`src/rtl/uart_rx.sv`:
```
`default_nettype none
// ============================================================================
// Module   : uart_rx
// Purpose  : 8N1 UART receiver with 16x oversampling. The incoming line is
//            synchronised, the start bit is qualified at its midpoint, and
//            data/stop bits are sampled at their centres. One byte is held
//            in rx_data with an availability flag and sticky error flags.
// Ports    : clk        - system clock, rising edge
//            rst        - synchronous active-high reset
//            uart_rxd   - asynchronous serial input, idle high
//            rx_data    - last correctly framed byte
//            rx_avail   - unacknowledged byte present in rx_data
//            rx_error   - framing error (stop bit low), sticky
//            rx_overrun - byte completed while rx_avail was high, sticky
//            rx_ack     - one-cycle pulse: consume byte, clear flags
//            rx_busy    - receiver is inside a frame
// Revision : 1.0 - initial release
// ============================================================================
module uart_rx #(
  parameter int clk_freq  = 100000000,
  parameter int baud_rate = 1152000
) (
  input  logic       clk,
  input  logic       rst,
  input  logic       uart_rxd,
  output logic [7:0] rx_data,
  output logic       rx_avail,
  output logic       rx_error,
  output logic       rx_overrun,
  input  logic       rx_ack,
  output logic       rx_busy
);

  localparam int c_div_raw = clk_freq / (baud_rate * 16);
  localparam int c_divisor = (c_div_raw < 1) ? 1 : c_div_raw;
  localparam int c_tick_w  = (c_divisor > 1) ? $clog2(c_divisor) : 1;
  localparam logic [c_tick_w-1:0] c_tick_max = c_tick_w'(c_divisor - 1);

  localparam logic [1:0] S_IDLE  = 2'd0;
  localparam logic [1:0] S_START = 2'd1;
  localparam logic [1:0] S_DATA  = 2'd2;
  localparam logic [1:0] S_STOP  = 2'd3;

  logic [1:0]          state_q,    state_d;
  logic                sync1_q,    sync1_d;
  logic                sync2_q,    sync2_d;
  logic [c_tick_w-1:0] tick_cnt_q, tick_cnt_d;
  logic [3:0]          os_cnt_q,   os_cnt_d;
  logic [2:0]          bit_cnt_q,  bit_cnt_d;
  logic [7:0]          shift_q,    shift_d;
  logic [7:0]          data_q,     data_d;
  logic                avail_q,    avail_d;
  logic                error_q,    error_d;
  logic                overrun_q,  overrun_d;
  logic                armed_q,    armed_d;

  logic rxs;
  logic tick;
  logic start_smp;
  logic data_smp;
  logic stop_smp;

  assign rxs  = sync2_q;
  assign tick = (state_q != S_IDLE) && (tick_cnt_q == c_tick_max);

  // Sample strobes: mid start bit after 8 ticks, data/stop every 16 ticks.
  assign start_smp = (state_q == S_START) && tick && (os_cnt_q == 4'd7);
  assign data_smp  = (state_q == S_DATA)  && tick && (os_cnt_q == 4'd15);
  assign stop_smp  = (state_q == S_STOP)  && tick && (os_cnt_q == 4'd15);

  // --------------------------------------------------------------------------
  // FSM: state register
  // --------------------------------------------------------------------------
  always_ff @(posedge clk) begin
    if (rst) begin
      state_q <= S_IDLE;
    end else begin
      state_q <= state_d;
    end
  end

  // --------------------------------------------------------------------------
  // FSM: next state
  // --------------------------------------------------------------------------
  always_comb begin
    state_d = state_q;
    case (state_q)
      // armed_q blocks a restart on a line still low after a framing error
      S_IDLE:  if (armed_q && !rxs) state_d = S_START;
      S_START: if (start_smp) state_d = rxs ? S_IDLE : S_DATA;
      S_DATA:  if (data_smp && (bit_cnt_q == 3'd7)) state_d = S_STOP;
      S_STOP:  if (stop_smp) state_d = S_IDLE;
      default: state_d = S_IDLE;
    endcase
  end

  // --------------------------------------------------------------------------
  // FSM: outputs
  // --------------------------------------------------------------------------
  always_comb begin
    rx_busy = (state_q != S_IDLE);
  end

  // --------------------------------------------------------------------------
  // Datapath next-state
  // --------------------------------------------------------------------------
  always_comb begin
    sync1_d    = uart_rxd;
    sync2_d    = sync1_q;
    tick_cnt_d = tick_cnt_q;
    os_cnt_d   = os_cnt_q;
    bit_cnt_d  = bit_cnt_q;
    shift_d    = shift_q;
    data_d     = data_q;
    avail_d    = avail_q;
    error_d    = error_q;
    overrun_d  = overrun_q;
    armed_d    = rxs ? 1'b1 : armed_q;

    if (state_q == S_IDLE) begin
      tick_cnt_d = '0;
      os_cnt_d   = 4'd0;
    end else begin
      tick_cnt_d = tick ? '0 : tick_cnt_q + c_tick_w'(1);
      if (tick) os_cnt_d = os_cnt_q + 4'd1;
    end

    // Entering DATA re-aligns the oversample phase to the start-bit centre
    if (start_smp) begin
      os_cnt_d  = 4'd0;
      bit_cnt_d = 3'd0;
    end

    if (data_smp) begin
      shift_d   = {rxs, shift_q[7:1]};
      bit_cnt_d = bit_cnt_q + 3'd1;
    end

    if (rx_ack) begin
      avail_d   = 1'b0;
      error_d   = 1'b0;
      overrun_d = 1'b0;
    end

    // A completion in the same cycle as rx_ack takes priority over the ack
    if (stop_smp) begin
      if (rxs) begin
        data_d  = shift_q;
        avail_d = 1'b1;
        if (avail_q && !rx_ack) overrun_d = 1'b1;
      end else begin
        error_d = 1'b1;
        armed_d = 1'b0;
      end
    end
  end

  always_ff @(posedge clk) begin
    if (rst) begin
      sync1_q    <= 1'b1;
      sync2_q    <= 1'b1;
      tick_cnt_q <= '0;
      os_cnt_q   <= 4'd0;
      bit_cnt_q  <= 3'd0;
      shift_q    <= 8'h00;
      data_q     <= 8'h00;
      avail_q    <= 1'b0;
      error_q    <= 1'b0;
      overrun_q  <= 1'b0;
      armed_q    <= 1'b0;
    end else begin
      sync1_q    <= sync1_d;
      sync2_q    <= sync2_d;
      tick_cnt_q <= tick_cnt_d;
      os_cnt_q   <= os_cnt_d;
      bit_cnt_q  <= bit_cnt_d;
      shift_q    <= shift_d;
      data_q     <= data_d;
      avail_q    <= avail_d;
      error_q    <= error_d;
      overrun_q  <= overrun_d;
      armed_q    <= armed_d;
    end
  end

  assign rx_data    = data_q;
  assign rx_avail   = avail_q;
  assign rx_error   = error_q;
  assign rx_overrun = overrun_q;

endmodule
`default_nettype wire

```
`config.mk`:
```
export PLATFORM = sky130hd
export DESIGN_NAME = uart_rx
export DESIGN_NICKNAME = d
export VERILOG_FILES = /design/src/rtl/uart_rx.sv
export SDC_FILE = /design/constraint.sdc
export NUM_CORES = 1
export LEC_CHECK = 0
export ABC_AREA = 1
export ABC_CLOCK_PERIOD_IN_PS = 2300
export BUFFER_PORTS_ARGS = -buffer_cell sky130_fd_sc_hd__buf_2
export CAP_MARGIN = 30
export CORE_ASPECT_RATIO = 1.4
export CORE_UTILIZATION = 60
export CTS_BUF_LIST = sky130_fd_sc_hd__clkbuf_2
export DETAILED_ROUTE_END_ITERATION = 8
export PLACE_DENSITY = 0.84
export SKIP_LAST_GASP = 1
export SLEW_MARGIN = 20
export SYNTH_ARGS = -nofsm -noshare
export SYNTH_HDL_FRONTEND = slang
export SYNTH_SLANG_ARGS = --single-unit
```
`constraint.sdc`:
```
create_clock -name clk -period 2.3 [get_ports clk]
set_clock_uncertainty 0.2 [all_clocks]
set_input_delay 0.115 -clock clk [delete_from_list [all_inputs] [get_ports clk]]
set_output_delay 0.115 -clock clk [all_outputs]
set_load 0.02 [all_outputs]
```
**After elaboration in Yosys (flattened, before gate mapping)**

Cells that the tools add are included.

- Register bits after elaboration: 34
- Input port bits: 4
- Output and inout bits: 12
- Word-level logic and storage cells: 66

- $add $sub $neg: 3
- Eq/ne operators: 11
- Mux-type cells: 21
- Reduce and logical (&&, ||, !) cells: 19

Operators with widths:

| cell | number |
|---|---|
| 1-bit 2-to-1 mux | 13 |
| 1-bit logical AND | 10 |
| 2-bit 2-to-1 mux | 5 |
| 2-bit one-hot mux with 4 select lines | 1 |
| 3-bit by 1-bit adder with 3-bit output, second input constant | 2 |
| 3-bit equality test, second input constant | 2 |
| 3-bit 2-to-1 mux | 2 |
| 2-bit != test, second input constant | 3 |
| 3-bit OR reduction | 2 |
| 4-bit by 1-bit adder with 4-bit output, second input constant | 1 |
| 2-bit equality test, second input constant | 2 |
| 4-bit by 3-bit equality test with 1-bit output, second input constant | 1 |
| 4-bit equality test, second input constant | 1 |
| 4-bit AND reduction | 1 |
| 2-bit nonzero test | 2 |
| 2-bit by 1-bit equality test with 1-bit output, second input constant | 1 |
| 1-bit logical NOT | 2 |
| 2-bit logical NOT | 1 |
| 2-bit by 1-bit != test with 1-bit output, second input constant | 1 |
| 2-bit AND reduction | 1 |

**Logic depth before layout (Yosys ltp)**

- Depth after elaboration: 7
- Depth in mapped cells: 9
- Depth with buffers taken out: 9

**Least setup slack after synthesis**

OpenSTA, ideal clock, no wires.

- Kind: register to register
- Start: register tick_cnt_q[0]
- End: register os_cnt_q[2]
- Setup time: 0.078 ns
- Arrival: 1.213 ns
- Data required time: 2.022 ns
- Slack: 0.809 ns
- Stages on the path, launching flop included: 10
- Buffers on the path: 0
- Path through: dfxtp_1 inv_1 ha_1 nand2_2 inv_1 nand2_4 inv_2 nand2_1 nand2_1 nor3_1

- Word-level cells in the longest chain between the ends: 5

RTL lines:

| item | line | RTL |
|---|---|---|
| start: declaration | 47 | `logic [c_tick_w-1:0] tick_cnt_q, tick_cnt_d;` |
| start signal: assignment | 174 | `tick_cnt_q <= tick_cnt_d;` |
| 3-bit equality test * | 64 | `assign tick = (state_q != S_IDLE) && (tick_cnt_q == c_tick_max);` |
| 1-bit logical AND * | 64 |  |
| 1-bit logical AND (2 in a row) | 67 | `assign start_smp = (state_q == S_START) && tick && (os_cnt_q == 4'd7);` |
| 3-bit OR reduction (no line) | n/a |  |
| end signal: assignment | 175 | `os_cnt_q <= os_cnt_d;` |
| end: declaration | 48 | `logic [3:0] os_cnt_q, os_cnt_d;` |

Mark *: on every way between the ends. The rest lies on a longest branch, timed or not.
A chain may end at the register's enable or synchronous reset.

**Worst setup path in the final report**

- Start: register os_cnt_q[0]
- End: register overrun_q, in the netlist rx_overrun

- Word-level cells in the longest chain between the ends: 3

RTL lines:

| item | line | RTL |
|---|---|---|
| 4-bit equality test | 69 | `assign stop_smp = (state_q == S_STOP) && tick && (os_cnt_q == 4'd15);` |
| 1-bit logical AND | 69 |  |
| 1-bit 2-to-1 mux | 146 | `if (stop_smp) begin` |
| end signal: assignment | 181 | `overrun_q <= overrun_d;` |
| end: declaration | 54 | `logic overrun_q, overrun_d;` |

No other way between the ends.

==> results.md <==
Power:
- Combinational cells account for 3.4% of the total power.
- In this run, the clock network consumes 28.9% of the power.
- VDD sags by at most 0.356 mV.
- The leakage power summed over all cells is 0.690 nW.
- Summed over all nets, the switching power comes to 0.204 mW.
- The portion of total power attributed to sequential cells is 67.6%.
- The power per standard cell area is 563 mW/mm².
- The internal power of the cells totals 0.679 mW.
- The switching fraction of total power is 23.1%.

Clocking:
- After clock tree synthesis, the clock-pin slew on the worst setup and hold paths is 150 ps.
- Gates resized during post-CTS repair numbered 0.
- The clock insertion delay at the later pin of the skew report is 360 ps.
- The H-tree depth is 2.
- Clock tree synthesis inserted a total of 5 buffers.
- The cell sitting at the root of the clock tree is a clkbuf_2.
- TritonCTS built the clock tree.
- The maximum number of buffers from clock root to sink is 2.
- The clock net sink count is 34.

Run:
- The number of max-cap violations is 0.

Drt:
- For this run, the detailed router's first-pass iteration total came to 5.
- In this run the remaining antenna-violating nets after routing total 0.
- For this run, design rule violations remaining after detail routing come to 0.
- The detailed router placed 1,168 vias in this run.
- The routed design has 2440 µm of wire.
- Dividing the detail-routed via count by the number of cells gives 5.33.
- In the final routed layout, each cell accounts on average for 11.1 µm.
- For this block, the initial DRC count from the detailed router was 34.

Worst setup path:
- The nature of the critical path endpoint is a flip-flop.
- The critical register-to-register path startpoint is os_cnt_q[0]$_SDFFE_PP0N_.
- The highest fanout seen on the critical path is 4.
- The category of the most critical setup path is reg -> reg.
- Following the worst setup path forward leads to its endpoint at rx_overrun$_SDFF_PP0_.
- The critical path starts at os_cnt_q[0]$_SDFFE_PP0N_.
- The worst reg-to-reg setup slack is 300 ps.
- The worst setup path is launched from a flip-flop.
- At the worst endpoint, the required time is 2420 ps.
- The count of cells along the worst register-to-register path is 6.
- The worst endpoint data arrival time is 2120 ps.
- The endpoint of the worst-slack reg-to-reg timing path is rx_overrun$_SDFF_PP0_.

STA:
- The final cycle utilization of the critical path is 86.9%.
- The max-slew headroom at the worst pin is 71.3%.
- The number of max-slew violations in the final report is 0.
- The final setup TNS is 0 ps.
- The worst-margin pin slew is 430 ps.
- The number of failing hold endpoints at the final stage is 0.
- The total setup violations reported at the end of the flow is 0.
- On the final layout, the worst hold slack is 245 ps.
- The minimum clock period after layout is 2000 ps.
- Setup repair after global routing left no endpoint under its margin.
- The top achievable clock speed is 500 MHz.

Die:
- The die outline width is 43.3 µm.
- The die covers 0.00259 mm².
- The area inside the core boundary is 0.00220 mm².
- The initial cell density of the core is 65.0%.
- Row generation in the floorplan step produced 20 rows.
- 16 I/O pins were placed.
- The chip height is 59.8 µm.

Logic synthesis:
- In this run the biggest area consumer among cell types represents 47.6% of the synthesized area.
- The leading register cell type out of synthesis is dfxtp_1.
- The most repeated cell in the gate-level netlist after synthesis is dfxtp_1.
- After synthesis the cells add up to 0.00143 mm².
- The sequential fraction of the synthesis area is 47.6%.
- The count of cell types in the netlist is 28.
- In the synthesized netlist, the cells that appear most often are dfxtp_1, nand2_1, nor2_1.
- The number of warning messages in the yosys log is 0.
- The number of nets handed over by synthesis was 185.
- After synthesis, the cell types taking the most area are dfxtp_1, nand2_1, nor2_1.
- For this run, asynchronously set or reset flops after synthesis account for 0%.
- Counting flops with a built-in enable in the synthesized netlist gives 0.
- The cell accounting for the most synthesized area is dfxtp_1.
- The synthesized instance count is 176.
- Each instance of the synthesized netlist takes up on average 8.13 µm².
- Synthesis inferred 34 register bits.

GRT:
- For this run the aggregate overflow at the end of global routing stands at 0.
- Global routing used 21.4% of the available tracks across all layers.
- The number of antenna violations at the first check in global routing is 0.
- The number of global-route vias before repair was 1,071.
- The first-pass GRT wire length is 4080 µm.
- The pin count of the biggest net entering global routing is 19.

Placement:
- During placement, the flow inserted port buffers numbering 15.
- At the end of routability-driven placement, the weighted congestion stood at 0.903.
- After detailed placement, the design holds a cell count of 206.
- Detailed placement ended at an HPWL of 1810 µm.

Layout:
- The post-route netlist has 20.8% of its cells at a drive strength greater than 1.
- The final antenna diode count is 0.
- Compared with the post-synthesis result, the final layout area differs by 9.62%.
- The count of cells in the finished layout, fillers not included, comes to 219.
- At the end of the flow the core is filled with cells to 71.3%.
- After the last flow step, the layout net total stands at 205.

Run status:
- The flow ran to the end, and the final reports show no timing, DRC or antenna violations.

Worst hold path:
- The startpoint identified for the worst hold timing path is sync1_q$_SDFF_PP1_.
- The tightest min-delay check is of the reg -> reg type.
## worst max-delay path, stage by stage, from the launching register on
cell and delay (ps):
dfxtp_1 390, ha_1 220, nand3_1 150, nor3_4 220, a31oi_1 120, nor3_2 110
dlygate4sd3_1 550
## routing by layer
layer	up-vias	part of all wire [%]	track usage, %
li1	612	-	-
met1	529	42	20.1
met2	23	53	38.8
met3	4	3.5	8.46
met4	0	1.3	11.7
met5	-	0	0
## power groups by stage
stage	logic (mW)	registers [mW]	clock network (mW)
after global routing	0.0340	0.598	0.293
after global placement	0.0253	0.610	0
final	0.0304	0.597	0.255
after floorplan	0.0226	0.608	0
after detailed placement	0.0260	0.610	0
after CTS	0.0301	0.597	0.268
## how the worst min path moves through the flow
stage,slack [ps],endpoint,cells after the start
final,250,rxs$_SDFF_PP1_,1
after global routing,250,rxs$_SDFF_PP1_,1
after CTS,240,rxs$_SDFF_PP1_,1
after detailed placement,100,rx_overrun$_SDFF_PP0_,2
after global placement,100,rx_overrun$_SDFF_PP0_,2
after floorplan,-10,rx_overrun$_SDFF_PP0_,1
## final cells by class
cell class,count,area [µm²]
Multi-Input combinational cell,118,636
Fill cell,176,633
Clock inverter,2,8.76
Clock buffer,6,30.0
Timing Repair Buffer,20,123
Inverter,17,63.8
Sequential cell,34,681
Tap cell,22,27.5
## per-stage QoR
stage | setup WS, ps | instance area (µm²) | power (mW)
3_5_place_dp | 499 | 1480 | 0.636
6_report | 301 | 1570 | 0.883
3_3_place_gp | 554 | 1480 | 0.635
5_1_grt | 175 | 1570 | 0.925
4_1_cts | 83.3 | 1560 | 0.895
2_1_floorplan | 809 | 1430 | 0.630
## cells by family after synthesis
family,Yosys count,share of synthesized area (%)
buffers and inverters,24,8.04
xor gates and xnor gates,2,1.22
DFF,34,47.6
and+or+nand+nor,80,26.7
AOI/OAI and AO/OA,31,12.1
adders and majority gates,5,4.37
## state kept, by name (all words and copies together) (netlist names), named ones only
register    cells
tick_cnt_q      3
rxs             1
sync1_q         1
os_cnt_q        4
rx_error        1
bit_cnt_q       3
rx_avail        1
shift_q         8
rx_data         8
rx_overrun      1
state_q         1
armed_q         1
## cell usage in the layout (no fill, tap or decap), types with 2 or more instances in the layout
cell and count:
dfxtp_1 34, nand2_1 27, or2_2 3, nand3_1 14, nor2_1 21, nand2_2 4, nand4_1 3, ha_1 5
dlygate4sd3_1 4, a21oi_1 14, clkbuf_2 6, a21oi_2 3, inv_2 2, nor2_2 2, inv_1 15, buf_2 15
nor3_1 2, o21ai_0 10
## what timing repair did
action | 4_1_cts | 5_1_grt
buffers inserted | 0 | 1
setup endpoints to repair | 0 | 1
hold buffers | 4 | 0
hold endpoints to repair | 15 | 0
Power figures use the tool's default switching activity.
